## src/rtl/fpu_div_iterative.sv

```systemverilog
// Sequential IEEE-754 single-precision divider: restoring mantissa divide, one quotient bit per cycle.
// Rounding mode selected by FPU_DIV_ROUND_NEAREST_EN (defined: round-to-nearest-even, undefined: truncate).
module fpu_div_iterative #(
  parameter int DATA_WIDTH = 32,
  parameter int EXP_WIDTH  = 8,
  parameter int MANT_WIDTH = 23,
  parameter int QBITS      = 26
) (
  input  logic                  clk,
  input  logic                  rst_n,
  input  logic                  in_valid,
  output logic                  in_ready,
  input  logic [DATA_WIDTH-1:0] float_num1,
  input  logic [DATA_WIDTH-1:0] float_num2,
  input  logic                  exc_sel,
  input  logic [DATA_WIDTH-1:0] exc_out,
  output logic                  out_valid,
  input  logic                  out_ready,
  output logic [DATA_WIDTH-1:0] result,
  output logic                  busy
);

  localparam int RW   = MANT_WIDTH + 3;
  localparam int EW   = EXP_WIDTH + 2;
  localparam int CW   = $clog2(QBITS);
  localparam int BIAS = (1 << (EXP_WIDTH - 1)) - 1;
  localparam int EMAX = (1 << EXP_WIDTH) - 1;

  localparam logic signed [EW-1:0] EXP_ONE  = EW'(1);
  localparam logic signed [EW-1:0] EXP_ZERO = EW'(0);
  localparam logic signed [EW-1:0] EXP_MAX  = EW'(EMAX);
  localparam logic signed [EW-1:0] EXP_BIAS = EW'(BIAS);

  typedef enum logic [1:0] {IDLE, DIVIDE, NORM, DONE} state_t;

  state_t                 state;
  logic                   sign;
  logic signed [EW-1:0]   exp_q;
  logic [RW-1:0]          rem;
  logic [RW-1:0]          dvsr;
  logic [QBITS-1:0]       q;
  logic [CW-1:0]          counter;

  logic                   s1, s2;
  logic [EXP_WIDTH-1:0]   e1, e2;
  logic [MANT_WIDTH-1:0]  m1, m2;
  logic signed [EW-1:0]   exp_start;
  logic [RW-1:0]          rem_diff;
  logic                   trial_ge;

  assign s1 = float_num1[DATA_WIDTH-1];
  assign s2 = float_num2[DATA_WIDTH-1];
  assign e1 = float_num1[DATA_WIDTH-2 -: EXP_WIDTH];
  assign e2 = float_num2[DATA_WIDTH-2 -: EXP_WIDTH];
  assign m1 = float_num1[MANT_WIDTH-1:0];
  assign m2 = float_num2[MANT_WIDTH-1:0];

  assign exp_start = signed'({2'b00, e1}) - signed'({2'b00, e2}) + EXP_BIAS;

  assign rem_diff = rem - dvsr;
  assign trial_ge = (rem >= dvsr);

  assign in_ready = rst_n && (state == IDLE);
  assign busy     = (state == DIVIDE) || (state == NORM);

  // Normalisation, rounding and packing of the finished quotient.
  logic [MANT_WIDTH-1:0]  frac_t;
  logic                   guard, sticky, round_up;
  logic signed [EW-1:0]   exp_t, exp_fin;
  logic [MANT_WIDTH:0]    frac_sum;
  logic [MANT_WIDTH-1:0]  frac_fin;
  logic [DATA_WIDTH-1:0]  packed_res;

  always_comb begin
    frac_t = '0;
    guard  = 1'b0;
    sticky = 1'b0;
    exp_t  = exp_q;
    if (q[QBITS-1]) begin
      frac_t = q[QBITS-2:2];
      guard  = q[1];
      sticky = q[0] | (|rem);
    end else begin
      frac_t = q[QBITS-3:1];
      guard  = q[0];
      sticky = |rem;
      exp_t  = exp_q - EXP_ONE;
    end
  end

`ifdef FPU_DIV_ROUND_NEAREST_EN
  assign round_up = guard && (sticky || frac_t[0]);
`else
  logic round_unused;
  assign round_unused = guard ^ sticky;
  assign round_up     = 1'b0;
`endif

  always_comb begin
    frac_sum = {1'b0, frac_t} + (MANT_WIDTH + 1)'(round_up);
    frac_fin = frac_sum[MANT_WIDTH-1:0];
    exp_fin  = exp_t;
    if (frac_sum[MANT_WIDTH]) begin
      frac_fin = '0;
      exp_fin  = exp_t + EXP_ONE;
    end
    if (exp_fin >= EXP_MAX)
      packed_res = {sign, {EXP_WIDTH{1'b1}}, {MANT_WIDTH{1'b0}}};
    else if (exp_fin <= EXP_ZERO)
      packed_res = {sign, {(DATA_WIDTH-1){1'b0}}};
    else
      packed_res = {sign, exp_fin[EXP_WIDTH-1:0], frac_fin};
  end

  always_ff @(posedge clk) begin
    if (!rst_n) begin
      state     <= IDLE;
      out_valid <= 1'b0;
      result    <= '0;
      counter   <= '0;
    end else begin
      case (state)
        IDLE: begin
          if (in_valid) begin
            sign <= s1 ^ s2;
            if (!exc_sel) begin
              result    <= exc_out;
              out_valid <= 1'b1;
              state     <= DONE;
            end else if (e1 == '0) begin
              result    <= {s1 ^ s2, {(DATA_WIDTH-1){1'b0}}};
              out_valid <= 1'b1;
              state     <= DONE;
            end else if (e2 == '0) begin
              result    <= {s1 ^ s2, {EXP_WIDTH{1'b1}}, {MANT_WIDTH{1'b0}}};
              out_valid <= 1'b1;
              state     <= DONE;
            end else begin
              exp_q   <= exp_start;
              rem     <= {2'b00, 1'b1, m1};
              dvsr    <= {2'b00, 1'b1, m2};
              q       <= '0;
              counter <= '0;
              state   <= DIVIDE;
            end
          end
        end
        DIVIDE: begin
          q   <= {q[QBITS-2:0], trial_ge};
          rem <= trial_ge ? {rem_diff[RW-2:0], 1'b0} : {rem[RW-2:0], 1'b0};
          if (counter == CW'(QBITS - 1)) begin
            counter <= '0;
            state   <= NORM;
          end else begin
            counter <= counter + 1'b1;
          end
        end
        NORM: begin
          result    <= packed_res;
          out_valid <= 1'b1;
          state     <= DONE;
        end
        DONE: begin
          if (out_ready) begin
            out_valid <= 1'b0;
            state     <= IDLE;
          end
        end
        default: state <= IDLE;
      endcase
    end
  end

endmodule

```

## config.mk

```make
export PLATFORM = sky130hd
export DESIGN_NAME = fpu_div_iterative
export DESIGN_NICKNAME = d
export VERILOG_FILES = /design/src/rtl/fpu_div_iterative.sv
export SDC_FILE = /design/constraint.sdc
export NUM_CORES = 1
export LEC_CHECK = 0
export CAP_MARGIN = 20
export CELL_PAD_IN_SITES_DETAIL_PLACEMENT = 1
export CELL_PAD_IN_SITES_GLOBAL_PLACEMENT = 1
export CORE_AREA = 2 2 140 142
export DETAILED_ROUTE_END_ITERATION = 8
export DIE_AREA = 0 0 142 144
export GPL_TIMING_DRIVEN = 1
export MAX_ROUTING_LAYER = met4
export PLACE_DENSITY = 0.88
export SETUP_SLACK_MARGIN = 0.15
export SKIP_CTS_REPAIR_TIMING = 1
export SLEW_MARGIN = 20
export SYNTH_ARGS = -nofsm -noshare
export SYNTH_HDL_FRONTEND = slang
export SYNTH_SLANG_ARGS = --single-unit
```

## constraint.sdc

```tcl
create_clock -name clk -period 4.8 [get_ports clk]
set_clock_uncertainty 0.05 [all_clocks]
set_input_delay 0.96 -clock clk [delete_from_list [all_inputs] [get_ports clk]]
set_output_delay 0.96 -clock clk [all_outputs]
set_load 0.005 [all_outputs]
```

==> impl_metrics.env, run 1 <==
export IMPL_async_reset_ff_frac=0
export IMPL_worstHoldPathType="flop to flop"
export IMPL_grt_setup_unrepaired="false"
export IMPL_leakagePower_nw=3.83
export IMPL_worstSetupPathType="primary input to output port"
export IMPL_die_w_um=142
export IMPL_rows=51
export IMPL_die_area_sq_mm=0.0204
export IMPL_gp_congestion=0.821
export IMPL_hpwl_um=15500
export IMPL_netlist_area_sq_mm=0.00782
export IMPL_layout_drive_gt1_share=0.125
export IMPL_dpl_worst_slack_ns=1.04
export IMPL_die_h_um=144
export IMPL_insertion_delay_ns=0.43
export IMPL_grt_pass1_vias=6949
export IMPL_yosys_warnings=0
export IMPL_arrival_ns=2.44
export IMPL_root_buffer="clkbuf_16"
export IMPL_cts_buffers_inserted=17
export IMPL_clock_sinks=126
export IMPL_power_density_mw_per_mm2=482
export IMPL_first_pass_iters=4
export IMPL_layout_commonest_cell="clkdlybuf4s50_1"
export IMPL_antenna_found_initial=0
export IMPL_slew_headroom=0.487
export IMPL_via_count=6399
export IMPL_report_final_hold_viol_count=0
export IMPL_layout_nets=1039
export IMPL_final_cell_mix="clkdlybuf4s50_1, edfxtp_1, inv_1, a21oi_1"
export IMPL_cp_max_fo=9
export IMPL_wl_um=22100
export IMPL_max_stage_delay_ns=0.78
export IMPL_initial_utilization=0.410
export IMPL_drv_slew=0
export IMPL_synthToLayoutAreaGrowth_pct=27.3
export IMPL_slowest_stage="clkdlybuf4s50_1"
export IMPL_muxShareOfSynthArea=0.0629
export IMPL_via_per_inst=5.57
export IMPL_syn_inst=772
export IMPL_cp_end_kind="output port"
export IMPL_worst_slack_ns=1.35
export IMPL_ant_nets=0
export IMPL_finalWorstPathRequiredPeriod_ns=3.45
export IMPL_drt_initial_drc_count=241
export IMPL_crit_top_cell="clkdlybuf4s50_1"
export IMPL_tns_ns=0
export IMPL_path_cells="clkdlybuf4s50_1 -> and2_1 -> clkdlybuf4s50_1"
export IMPL_io_buffers=135
export IMPL_drc=0
export IMPL_synth_simple_gate_area_frac=0.135
export IMPL_synth_top_family_by_area="compound AO/OA/AOI/OAI gates"
export IMPL_grt_overflow_total=0
export IMPL_fmax_mhz=290
export IMPL_clk_pin_slew_ns=0.07
export IMPL_core_sq_mm=0.0191
export IMPL_vdd_drop_max_mv=0.304
export IMPL_antenna_cells=0
export IMPL_ys_seq_area_frac=0.433
export IMPL_wl_per_cell_um=19.3
export IMPL_status="finished clean"
export IMPL_grt_use_total=0.229
export IMPL_syn_num_nets=914
export IMPL_crit_required_ns=3.79
export IMPL_grt_first_pass_wirelength_um=35700
export IMPL_drv_cap=0
export IMPL_synthXorXnorAreaFrac=0.0482
export IMPL_synth_seq_cells=126
export IMPL_h_tree_depth=4
export IMPL_ios=136
export IMPL_setup_violations=0
export IMPL_syn_avg_cell_area_sq_um=10.1
export IMPL_synth_cell_types=74
export IMPL_clockBufferDepth=2
export IMPL_worst_pin_slew_ns=0.767
export IMPL_synth_compound_area_frac=0.201
export IMPL_grt_start_max_net_pins=75
export IMPL_synth_fa_ha_area_frac=0.0675
export IMPL_startpoint_type="primary input"
export IMPL_cts_tree="yes"
export IMPL_synth_edf_count=86
export IMPL_min_period_over_period=0.719
export IMPL_synth_main_ff_cell="edfxtp_1"
## worst max-delay path, delay by kind of cell
family        cells  cell delay [ns]
buf+inv           2             1.28
simple gates      1             0.20
## flip-flops by register name (all words and copies together) (netlist names)
name       count
sign           1
counter        5
exp_q         10
result        32
rem           26
q             26
out_valid      1
state          2
dvsr          23
## where the power goes
| group | switching (mW) | internal, mW |
|---|---|---|
| clock | 0.533 | 0.814 |
| combinational | 0.998 | 0.833 |
| sequential | 0.147 | 1.47 |
## worst paths after layout
kind	from	endpoint	slack [ns]	cells after the start
hold reg to reg	result[29]	result[29]	0.47	1
setup / recovery	rst_n	in_ready	1.35	3
setup reg to reg	rem[0]	rem[2]	1.36	12
hold / removal	result[29]	result[29]	0.47	1
## per-stage QoR
stage	utilization	area [sq um]	power [mW]	hold slack, ns	std cells
3_5_place_dp	0.489	9340	3.44	0.451	1116
2_1_floorplan	-	7820	2.76	0.429	772
4_1_cts	0.522	9950	4.82	0.474	1148
5_1_grt	0.522	9950	5.07	0.499	1148
6_report	0.522	9950	4.79	0.471	1148
3_3_place_gp	0.489	9340	3.36	0.451	1116
## layout make-up
| class | instances | area [sq um] |
|---|---|---|
| Tap cell | 238 | 298 |
| Sequential cell | 126 | 3380 |
| Clock buffer | 20 | 500 |
| Timing Repair Buffer | 143 | 1410 |
| Inverter | 54 | 203 |
| Clock inverter | 12 | 118 |
| Fill cell | 2047 | 9130 |
| Multi-Input combinational cell | 555 | 4040 |
## logic make-up (layout without fill, tap and decap cells)
kind of cell	after synthesis	count (layout)
fa+ha+maj	41	41
flops	126	126
mux	46	46
simple gates	201	201
xor+xnor	43	43
buf+inv	91	229
compound gates	224	224
## synthesized netlist by cell type, types with 3 or more instances
library cell | n | area [sq um]
buf_2 | 3 | 15.0
nand2b_1 | 8 | 50.1
o21ai_1 | 6 | 30.0
and3_1 | 5 | 31.3
mux2_2 | 23 | 259
nand3_1 | 5 | 25.0
nand3b_1 | 3 | 22.5
o211ai_1 | 4 | 30.0
o221ai_1 | 4 | 35.0
a21oi_2 | 20 | 175
xor2_1 | 21 | 184
nor2b_1 | 12 | 75.1
a21o_1 | 14 | 105
and2_1 | 30 | 188
nand2_1 | 48 | 180
buf_6 | 4 | 45.0
a22oi_1 | 4 | 30.0
nor4_1 | 8 | 50.1
o21bai_1 | 4 | 30.0
nor3_1 | 9 | 45.0
inv_1 | 54 | 203
xnor2_1 | 22 | 193
dfxtp_1 | 40 | 801
mux2i_1 | 21 | 210
a21boi_0 | 5 | 37.5
a211oi_1 | 5 | 37.5
nor2_1 | 52 | 195
a2bb2oi_1 | 3 | 26.3
o21ai_0 | 50 | 250
a21oi_1 | 53 | 265
a31oi_1 | 8 | 50.1
edfxtp_1 | 86 | 2580
a22oi_2 | 20 | 250
ha_1 | 39 | 488
nor3b_1 | 4 | 30.0
clkbuf_1 | 25 | 93.8
## layer usage
metal	GRT usage	share of wire
met1	0.257	0.42
met2	0.405	0.52
met3	0.0470	0.040
met4	0.0874	0.027
met5	-	0
(Power assumes the default switching activity.)
==> run 2: changes to the inputs <==
--- a/config.mk
+++ b/config.mk
@@ -8,12 +8,12 @@
 export CAP_MARGIN = 20
 export CELL_PAD_IN_SITES_DETAIL_PLACEMENT = 1
 export CELL_PAD_IN_SITES_GLOBAL_PLACEMENT = 1
-export CORE_AREA = 2 2 140 142
+export CORE_AREA = 2 2 147 149
 export DETAILED_ROUTE_END_ITERATION = 8
-export DIE_AREA = 0 0 142 144
+export DIE_AREA = 0 0 149 151
 export GPL_TIMING_DRIVEN = 1
 export MAX_ROUTING_LAYER = met4
-export PLACE_DENSITY = 0.88
+export PLACE_DENSITY = 0.84
 export SETUP_SLACK_MARGIN = 0.15
 export SKIP_CTS_REPAIR_TIMING = 1
 export SLEW_MARGIN = 20
==> constraint.sdc (replaced) <==
create_clock -name clk -period 2.8 [get_ports clk]
set_clock_uncertainty 0.05 [all_clocks]
set_input_delay 0.56 -clock clk [delete_from_list [all_inputs] [get_ports clk]]
set_output_delay 0.56 -clock clk [all_outputs]
set_load 0.005 [all_outputs]
==> impl_metrics.env, run 2 (same netlist as run 1, synthesis figures left out) <==
export IMPL_top_register="result"
export IMPL_grt_setup_unrepaired="true"
export IMPL_drv_slew=0
export IMPL_crit_required_ns=2.89
export IMPL_clk_pin_slew_ns=0.06
export IMPL_report_final_hold_viol_count=0
export IMPL_wl_um=24500
export IMPL_ios=136
export IMPL_first_pass_iters=4
export IMPL_share_comb_of_total_power=0.440
export IMPL_grt_pass1_vias=7274
export IMPL_synthToLayoutAreaGrowth_pct=43.6
export IMPL_switching_share=0.351
export IMPL_fmax_mhz=319
export IMPL_initial_utilization=0.375
export IMPL_rows=53
export IMPL_wl_per_cell_um=19.0
export IMPL_grt_overflow_total=0
export IMPL_die_h_um=151
export IMPL_drc=0
export IMPL_worstSetupPathType="flop to flop"
export IMPL_layout_nets=1144
export IMPL_power_mw=8.70
export IMPL_die_w_um=149
export IMPL_dpl_cell_count=1235
export IMPL_leakagePower_nw=4.46
export IMPL_path_cells="ha_4 -> fa_2 -> nor2b_4 -> o2111ai_4 -> and3b_2 -> o21ai_2 -> a41o_1 -> a31o_4 -> buf_12 -> buf_4 -> mux2i_1 -> a21oi_1"
export IMPL_via_count=6822
export IMPL_antenna_cells=0
export IMPL_p_int_mw=5.65
export IMPL_dpl_worst_slack_ns=-0.540
export IMPL_status="finished, violations left"
export IMPL_worst_slack_ns=-0.338
export IMPL_h_tree_depth=4
export IMPL_vdd_drop_max_mv=0.293
export IMPL_io_buffers=135
export IMPL_clock_sinks=126
export IMPL_power_density_mw_per_mm2=775
export IMPL_clockBufferDepth=2
export IMPL_worstHoldPathType="flop to flop"
export IMPL_final_area_sq_mm=0.0112
export IMPL_finalWorstPathRequiredPeriod_ns=3.14
export IMPL_arrival_ns=3.23
export IMPL_antenna_found_initial=0
export IMPL_cts_tree="yes"
export IMPL_root_buffer="clkbuf_16"
export IMPL_via_per_inst=5.29
export IMPL_slew_headroom=0.509
export IMPL_hpwl_um=16600
export IMPL_insertion_delay_ns=0.42
export IMPL_largest_reg_flops=32
export IMPL_cts_buffers_inserted=17
export IMPL_die_area_sq_mm=0.0225
export IMPL_cp_max_fo=5
export IMPL_worst_pin_slew_ns=0.736
export IMPL_reg_top3="result: 32 flops, q: 26 flops, rem: 26 flops"
export IMPL_min_period_over_period=1.12
export IMPL_startpoint_type="flop"
export IMPL_drt_initial_drc_count=308
export IMPL_grt_start_max_net_pins=74
export IMPL_stdcell_count=1290
export IMPL_placed_area_sq_mm=0.0102
export IMPL_final_cell_mix="clkdlybuf4s50_1, buf_4, edfxtp_1, inv_1, a21oi_1"
export IMPL_violations="negative setup slack"
export IMPL_setup_violations=26
export IMPL_ant_nets=0
export IMPL_cp_end_kind="flop"
export IMPL_grt_first_pass_wirelength_um=36100
export IMPL_p_sw_mw=3.05
export IMPL_layout_drive_gt1_share=0.260
export IMPL_sequentialPowerShare=0.319
export IMPL_core_sq_mm=0.0208
export IMPL_drv_cap=0
export IMPL_n_fill_cell=2300
export IMPL_slowest_stage="fa_2"
export IMPL_tns_ns=-6.88
export IMPL_grt_use_total=0.209
export IMPL_gp_congestion=0.869
export IMPL_max_stage_delay_ns=0.42
export IMPL_power_clock_fraction=0.241
export IMPL_layout_commonest_cell="clkdlybuf4s50_1"
[run 2: changes by cell type in the layout (fill, tap and decap cells not counted), moves of 6 or more]
cell | previous run | this run
buf_4 | 8 | 99
ha_1 | 38 | 30
buf_12 | 0 | 6
o21ai_0 | 50 | 43
ha_4 | 0 | 6
[run 2: power by group through the flow]
| stage | Combinational [mW] | Sequential [mW] | Clock, mW |
|---|---|---|---|
| 2_1_floorplan | 2.04 | 2.75 | 0 |
| 3_3_place_gp | 3.39 | 2.77 | 0 |
| 3_5_place_dp | 3.53 | 2.79 | 0 |
| 4_1_cts | 3.57 | 2.76 | 2.13 |
| 5_1_grt | 4.16 | 2.82 | 2.21 |
| 6_report | 3.83 | 2.77 | 2.10 |
[run 2: routing by layer]
metal	global-route usage	routed length, um	up-vias
li1	-	-	3263
met2	0.374	12800	154
met1	0.238	10200	3358
met5	-	0	-
met4	0.0652	597	0
met3	0.0392	824	47
[run 2: metrics by stage]
step / hold WS (ns) / utilization
after floorplan: 0.429 / -
after global placement: 0.435 / 0.489
after detailed placement: 0.440 / 0.489
after CTS: 0.455 / 0.516
after global routing: 0.480 / 0.539
final: 0.453 / 0.539
[run 2: path summary, 6_finish.rpt]
path	from	to	slack, ns	cells past startpoint
setup / recovery	dvsr[0]	rem[10]	-0.34	12
hold reg to reg	result[29]	result[29]	0.45	1
hold / removal	result[29]	result[29]	0.45	1
setup reg to reg	dvsr[0]	rem[10]	-0.34	12
[run 2: cell type report]
cell class                      instances  area [sq um]  share of cell area
Clock inverter                         11          80.1             0.00713
Clock buffer                           21           483              0.0430
Tap cell                              275           344              0.0306
Timing Repair Buffer                  248          2370               0.211
Sequential cell                       126          3380               0.301
Inverter                               54           203              0.0181
Multi-Input combinational cell        555          4370               0.389
[run 2: critical path: cells and delay by family, from the launching register on]
kind	cells	cell delay [ns]
compound gates	5	0.90
fa+ha+maj	2	0.61
buf+inv	2	0.25
flops	1	0.41
mux	1	0.18
simple gates	2	0.44
